<file path="config.mk">
export PLATFORM = sky130hd
export DESIGN_NAME = instr_fetch
export DESIGN_NICKNAME = d
export VERILOG_FILES = /design/src/rtl/proc_pkg.sv /design/src/rtl/imem_sync.sv /design/src/rtl/instr_fetch.sv
export SDC_FILE = /design/constraint.sdc
export NUM_CORES = 2
export LEC_CHECK = 0
export CAP_MARGIN = 20
export CORE_ASPECT_RATIO = 1.75
export CORE_MARGIN = 1.5
export CORE_UTILIZATION = 32
export DETAILED_ROUTE_END_ITERATION = 16
export DONT_BUFFER_PORTS = 1
export GPL_ROUTABILITY_DRIVEN = 0
export PLACE_DENSITY = 0.59
export SLEW_MARGIN = 20
export SYNTH_ARGS = -nofsm -noshare
export SYNTH_HDL_FRONTEND = slang
export SYNTH_SLANG_ARGS = --single-unit
</file>
<file path="constraint.sdc">
create_clock -name clk -period 4.27 [get_ports clk]
set_input_delay 1.0675 -clock clk [delete_from_list [all_inputs] [get_ports clk]]
set_output_delay 1.0675 -clock clk [all_outputs]
set_load 0.005 [all_outputs]
</file>
<file path="src/rtl/proc_pkg.sv">
// Shared widths and types for the fetch stage: PC, instruction word and the
// {pc, instruction} packet handed to decode.
package proc_pkg;

    localparam int ADDR_W     = 6;
    localparam int DATA_W     = 32;
    localparam int IMEM_DEPTH = 64;

    typedef logic [DATA_W-1:0] instr_t;
    typedef logic [ADDR_W-1:0] pc_t;

    typedef struct packed {
        pc_t    pc;
        instr_t instr;
    } fetch_pkt_t;

    // Sequential fetch address; wraps naturally at 2^ADDR_W.
    function automatic pc_t pc_next(input pc_t pc);
        return pc + pc_t'(1);
    endfunction

endpackage

</file>
<file path="src/rtl/imem_sync.sv">
// 64 x 32 instruction memory: one synchronous read-first read port and an
// independent write port used to load the program. The array is not reset.
module imem_sync
    import proc_pkg::*;
(
    input  logic              clk,
    input  logic              rd_en_i,
    input  logic [ADDR_W-1:0] rd_addr_i,
    output logic [DATA_W-1:0] rd_data_o,
    input  logic              wr_en_i,
    input  logic [ADDR_W-1:0] wr_addr_i,
    input  logic [DATA_W-1:0] wr_data_i
);

    logic [DATA_W-1:0] mem_q [IMEM_DEPTH];
    logic [DATA_W-1:0] rd_data_q;

    // Both updates are non-blocking, so a same-cycle write to the read
    // address leaves the old word in rd_data_q (read-first).
    always_ff @(posedge clk) begin
        if (wr_en_i) begin
            mem_q[wr_addr_i] <= wr_data_i;
        end
        if (rd_en_i) begin
            rd_data_q <= mem_q[rd_addr_i];
        end
    end

    assign rd_data_o = rd_data_q;

endmodule

</file>
<file path="src/rtl/instr_fetch.sv">
// Fetch stage: PC register, one outstanding synchronous memory read and a
// 2-entry skid buffer feeding decode over valid/ready, with redirect flush.
module instr_fetch
    import proc_pkg::*;
(
    input  logic              clk,
    input  logic              clkreset,
    input  logic              imem_we,
    input  logic [ADDR_W-1:0] imem_waddr,
    input  logic [DATA_W-1:0] imem_wdata,
    input  logic              redirect_valid,
    input  logic [ADDR_W-1:0] redirect_pc,
    output logic              instr_valid,
    input  logic              instr_ready,
    output logic [DATA_W-1:0] instr,
    output logic [ADDR_W-1:0] instr_pc
);

    pc_t        pc_q,       pc_d;
    pc_t        rd_pc_q,    rd_pc_d;
    logic       inflight_q, inflight_d;
    logic [1:0] occ_q,      occ_d;
    fetch_pkt_t head_q,     head_d;
    fetch_pkt_t tail_q,     tail_d;

    logic       pop;
    logic       push;
    logic       issue;
    logic [2:0] level;
    instr_t     rd_data;
    fetch_pkt_t push_pkt;

    imem_sync u_imem (
        .clk       (clk),
        .rd_en_i   (issue),
        .rd_addr_i (pc_q),
        .rd_data_o (rd_data),
        .wr_en_i   (imem_we),
        .wr_addr_i (imem_waddr),
        .wr_data_i (imem_wdata)
    );

    assign pop      = (occ_q != 2'd0) && instr_ready;
    assign push     = inflight_q;
    assign push_pkt = '{pc: rd_pc_q, instr: rd_data};

    // Entries already held or on their way, minus the one leaving now; a new
    // read may only start if it is guaranteed a free slot when it returns.
    assign level = {1'b0, occ_q} + {2'b00, inflight_q} - {2'b00, pop};
    assign issue = !redirect_valid && (level < 3'd2);

    always_comb begin
        pc_d       = pc_q;
        rd_pc_d    = rd_pc_q;
        inflight_d = issue;
        occ_d      = occ_q;
        head_d     = head_q;
        tail_d     = tail_q;

        if (issue) begin
            pc_d    = pc_next(pc_q);
            rd_pc_d = pc_q;
        end

        if (redirect_valid) begin
            pc_d  = redirect_pc;
            occ_d = 2'd0;
        end else begin
            unique case ({push, pop})
                2'b10: begin
                    if (occ_q == 2'd0) begin
                        head_d = push_pkt;
                        occ_d  = 2'd1;
                    end else begin
                        tail_d = push_pkt;
                        occ_d  = 2'd2;
                    end
                end
                2'b01: begin
                    head_d = tail_q;
                    occ_d  = occ_q - 2'd1;
                end
                2'b11: begin
                    // Occupancy is unchanged; the new word lands behind
                    // whatever remains after the head leaves.
                    if (occ_q == 2'd1) begin
                        head_d = push_pkt;
                    end else begin
                        head_d = tail_q;
                        tail_d = push_pkt;
                    end
                end
                default: ;
            endcase
        end
    end

    always_ff @(posedge clk or posedge clkreset) begin
        if (clkreset) begin
            pc_q       <= '0;
            rd_pc_q    <= '0;
            inflight_q <= 1'b0;
            occ_q      <= 2'd0;
            head_q     <= '0;
            tail_q     <= '0;
        end else begin
            pc_q       <= pc_d;
            rd_pc_q    <= rd_pc_d;
            inflight_q <= inflight_d;
            occ_q      <= occ_d;
            head_q     <= head_d;
            tail_q     <= tail_d;
        end
    end

    assign instr_valid = (occ_q != 2'd0);
    assign instr       = head_q.instr;
    assign instr_pc    = head_q.pc;

endmodule

</file>
Yosys cells after proc, flatten, opt, wreduce, memory -nomap -nowiden:

Memory sizes are Yosys's and may differ from the RTL's. A register that Yosys moved wholly into a read port is not among the register bits.
Index checks and enable logic that the tools add are counted.

* register bits after elaboration: 91
* memory bits (writable): 2048
* input bits: 49
* output and inout bits: 39
* logic and storage cells: 46
* memories kept: 1

* add/sub/neg operators: 4
* $lt $le $gt $ge: 1
* equal/unequal tests: 7
* muxes and demuxes: 13
* bitwise operators: 1
* reductions and logical operators: 11

Memory list
* u_imem.mem_q: depth 64, width 32, rd ports 1, clocked after memory_dff 1, write ports 1, RTL line imem_sync.sv:15 `logic [DATA_W-1:0] mem_q [IMEM_DEPTH];`

Operator list (count)
* $mux 38: 4
* $pmux 38 s3: 1
* $pmux 38 s2: 1
* $mux 6: 2
* $add 6x1->6 const B: 1
* $ne 2x2->1 const B: 3
* $reduce_bool 2->1: 3
* $reduce_bool 3->1: 2
* $eq 2x1->1 const B: 2
* $eq 2x2->1 const B: 2
* $mux 2: 2
* $pmux 2 s2: 1
* $reduce_and 4->1: 1
* $add 2x1->3: 1
* $lt 3x2->1 const B: 1
* $reduce_and 3->1: 1
* $sub 3x1->3: 1
* $logic_and 1x1->1: 2
* $logic_not 2->1: 1
* $mux 1: 2
* $sub 2x1->2 const B: 1
* $logic_not 1->1: 1
* $not 1->1: 1

Depth between registers and ports, before layout:

* depth in word-level cells: 7
* depth in mapped cells: 13
* mapped depth without buffers: 12

Modules after synthesis:

From an unflattened synthesis, not the netlist that was laid out.

* cell total of the unflattened synthesis: 3710
* area total of the unflattened synthesis: 83040.9 sq um

By module, submodules not included
* imem_sync: times used 1, cells each 3324, area each 78835.6 sq um, sequential area each 62459.9 sq um
* instr_fetch: times used 1, cells each 386, area each 4205.3 sq um, sequential area each 2277.2 sq um

Worst setup path before layout:

No wires, ideal clock.

* path type: input to register
* from: input instr_ready
* to: register rd_pc_q[0]
* setup time: 0.125 ns
* data arrival time: 4.168 ns
* required time: 4.145 ns
* slack: -0.023 ns
* cell stages on the path: 8
* path buffers: 0
* cell sequence: nand2_1 nor2_1 o21ai_0 fa_1 xnor2_1 nand2_1 nor2_1 mux2_2

* word-level cells in the longest chain between the ends: 4

RTL lines
* from (decl): RTL line instr_fetch.sv:14 `input logic instr_ready,`
* $logic_and 1x1->1: RTL line instr_fetch.sv:43 `assign pop = (occ_q != 2'd0) && instr_ready;`
* $sub 3x1->3: RTL line instr_fetch.sv:49 `assign level = {1'b0, occ_q} + {2'b00, inflight_q} - {2'b00, pop};`
* $lt 3x2->1: RTL line instr_fetch.sv:50 `assign issue = !redirect_valid && (level < 3'd2);`
* $logic_and 1x1->1: RTL line instr_fetch.sv:50
* net inflight_d: RTL line instr_fetch.sv:21 `logic inflight_q, inflight_d;`
* to (signal assigned): RTL line instr_fetch.sv:108 `rd_pc_q <= rd_pc_d;`
* to (decl): RTL line instr_fetch.sv:20 `pc_t rd_pc_q, rd_pc_d;`

The timed path passes the listed nets, and every way through them passes these cells.
A chain may end at the register's enable or synchronous reset.

==> out/metrics.cfg <==
[status]
run_status = complete, no violations

[yosys]
syn_inst = 4132
ys_ff_latch = 2171
synthAdderAreaFrac = 0.0006854
synth_compound_area_frac = 0.03773
netlist_top_cells_area = edfxtp_1 74%, mux4_2 8.7%, mux2i_1 6.3%
yosysUniqueCellTypes = 47
ys_warn_count = 0
synthSimpleGateAreaFrac = 0.01597
syn_area_per_cell_um2 = 20.32
ys_seq_area_frac = 0.7710
syn-cell-area_mm2 = 0.08397
synth_area_leader_cell = edfxtp_1
synth_xor_area_frac = 0.0007301
synth_top_area_share = 0.7438
synthMuxAreaShare = 0.1567
synth_top_family_by_area = multiplexers
syn_nets = 4185

[layout]
final_common_cell = edfxtp_1
utilization = 0.3649
most-common-layout-cells = 2080 x edfxtp_1, 528 x mux2i_1, 324 x mux4_2
fill_cells = 23700
final_nets = 4337
finalNonFillerCells = 7920
syn_to_final_growth_pct = 13.39
drive_above_1_share = 0.2082

[global_route]
grt_usage = 0.1674
grt_pass1_vias = 41720
antenna_found_initial = 13
grt_max_degree = 74
grt_overflow_total = 0
grt_pass1_wl_um = 315900

[job]
drv_cap = 0

[sta]
finalSetupTns_ns = 0
period_share = 0.7999
max_freq_mhz = 292.8
final_hold_viol_count = 0
layout_setup_ws_ns = 0.8546
slew_headroom = 0.1868
rsz0062_at_grt = false
setup_viol = 0
maxSlewViolCount = 0
worstMarginPinSlew_ns = 1.207
finalCriticalPeriod_ns = 3.415
skew_ns = 0.04443

[die]
core_area_mm2 = 0.2610
die_y_um = 680.6
rows = 248
die_x_um = 390.2
ios = 88
dieArea_mm2 = 0.2656
initial_core_util = 0.3218

[critical_path]
path_class = reg2reg
cp_data_required_time_ns = 4.86
reg2reg_from = pc_q[0]
path_max_fanout = 60
start_kind = flop
cp-startpoint = pc_q[0]
endpoint_kind = flop
arrival_ns = 4.01

[power]
leakagePower_nw = 30.28
power_frac_clock = 0.296
power.density_mw_per_mm2 = 587.5
p_int_w = 0.03937
comb_power_share = 0.256
p_total_w = 0.05593
p_seq_frac = 0.448
p_sw_w = 0.01656
peakVddDrop_v = 0.0004154
switching_share = 0.2961

[placed_design]
dp_cells = 7599
pre_cts_ws_ns = 0.8525
io_buffers = 0
hpwl_um = 138700

[route]
ant_nets = 0
first_iter_violations = 3733
first_pass_iters = 6
drt_wl_total_um = 226400
vias_per_cell = 5.164
drc = 0
wl_per_cell_um = 28.58
vias = 40900

[clock_tree]
cts.sinks = 2171
cts.clk_slew.worst_paths_ns = 0.07
worstSkewPairLatency_ns = 0.84
clk_path_buf_depth = 4
cts_buffers = 183
htreeDepth = 4
post_cts_resized = 0
root_buffer = clkbuf_16
post_cts_buffers = 0
postCtsHoldBufs = 0
tritoncts = built

[worst_hold_path]
hold_class = in2async

worst max-delay path, cell delays in order, from the launching register on:
cell	delay, ns
dfrtp_4	0.96
buf_12	0.49
mux4_2	0.57
mux2i_1	0.32
o21ai_0	0.40
a22o_1	0.34
layer usage:
layer | wire length [um] | vias to the layer above | track usage
met5 | 19 | - | 0
met4 | 10090 | 2 | 0.07140
met3 | 11220 | 374 | 0.02050
met2 | 125600 | 1352 | 0.3217
met1 | 79420 | 21930 | 0.1822
li1 | - | 17240 | -
cell families after synthesis:
group,count (synthesis)
muxes,899
DFF,2171
and+or+nand+nor,316
AOI/OAI and AO/OA,489
adders and majority gates,4
buffers and inverters,246
xor gates and xnor gates,7
Yosys cell counts, drive strengths merged:
cell and n:
a221oi 36, dfrtp 91, inv 4, nand4b 1, and2b 1, nand4 2
a41oi 28, xnor2 5, or2 1, nor3 3, nor3b 2, o211ai 8
ha 3, o31ai 2, mux2 44, nand3 20, xor2 2, fa 1
nor2b 13, mux2i 528, nand2 133, a31oi 56, mux4 327, a22o 32
nor2 120, nand3b 2, a21oi 96, o21ai 130, a22oi 101, clkbuf 73
edfxtp 2080, nand2b 5, or3b 2, or3 5, and2 6, buf 169
metrics by stage:
step	instance area [um2]	hold WS, ns
after floorplan	83970	0.4787
after global placement	89490	0.4860
after CTS	95200	0.2361
final	95210	0.2670
after global routing	95200	0.2686
after detailed placement	89500	0.4918
flip-flops by register name (all words and copies together), names as in the netlist:
name / flops
tail_q: 38
rd_pc_q: 6
occ_q: 2
u_imem.rd_data_o: 32
instr: 32
instr_pc: 6
u_imem.mem_q: 2048
pc_q: 6
inflight_q: 1
power by group through the flow:
stage                     Clock [W]  Sequential [W]  Combinational (W)
after detailed placement          0          0.0256             0.0145
after floorplan                   0          0.0249            0.00994
final                        0.0165          0.0251             0.0143
after CTS                    0.0168          0.0251             0.0145
after global placement            0          0.0255             0.0144
after global routing         0.0175          0.0251             0.0151
final timing paths:
| kind | end | slack (ns) | cells past startpoint |
|---|---|---|---|
| min reg2reg | tail_q[7] | 0.50 | 1 |
| min in group clk | occ_q[0] | 0.29 | 1 |
| max in group asynchronous | tail_q[7] | 3.16 | 2 |
| max reg2reg | u_imem.rd_data_o[25] | 0.85 | 5 |
| min | instr[21] | 0.27 | 1 |
| max | u_imem.rd_data_o[25] | 0.85 | 5 |
layout make-up:
class	instances	area (um2)	area share
timing repair buffer	209	2019	0.02121
antenna	7	17.52	0.0001840
sequential	2171	64760	0.6801
clock inverter	96	937.1	0.009843
clock buffer	218	4763	0.05003
inverter	4	17.52	0.0001840
tap	3500	4379	0.04599
multi-input combinational	1715	18320	0.1924
No activity file was read; power rests on OpenSTA's default activity.
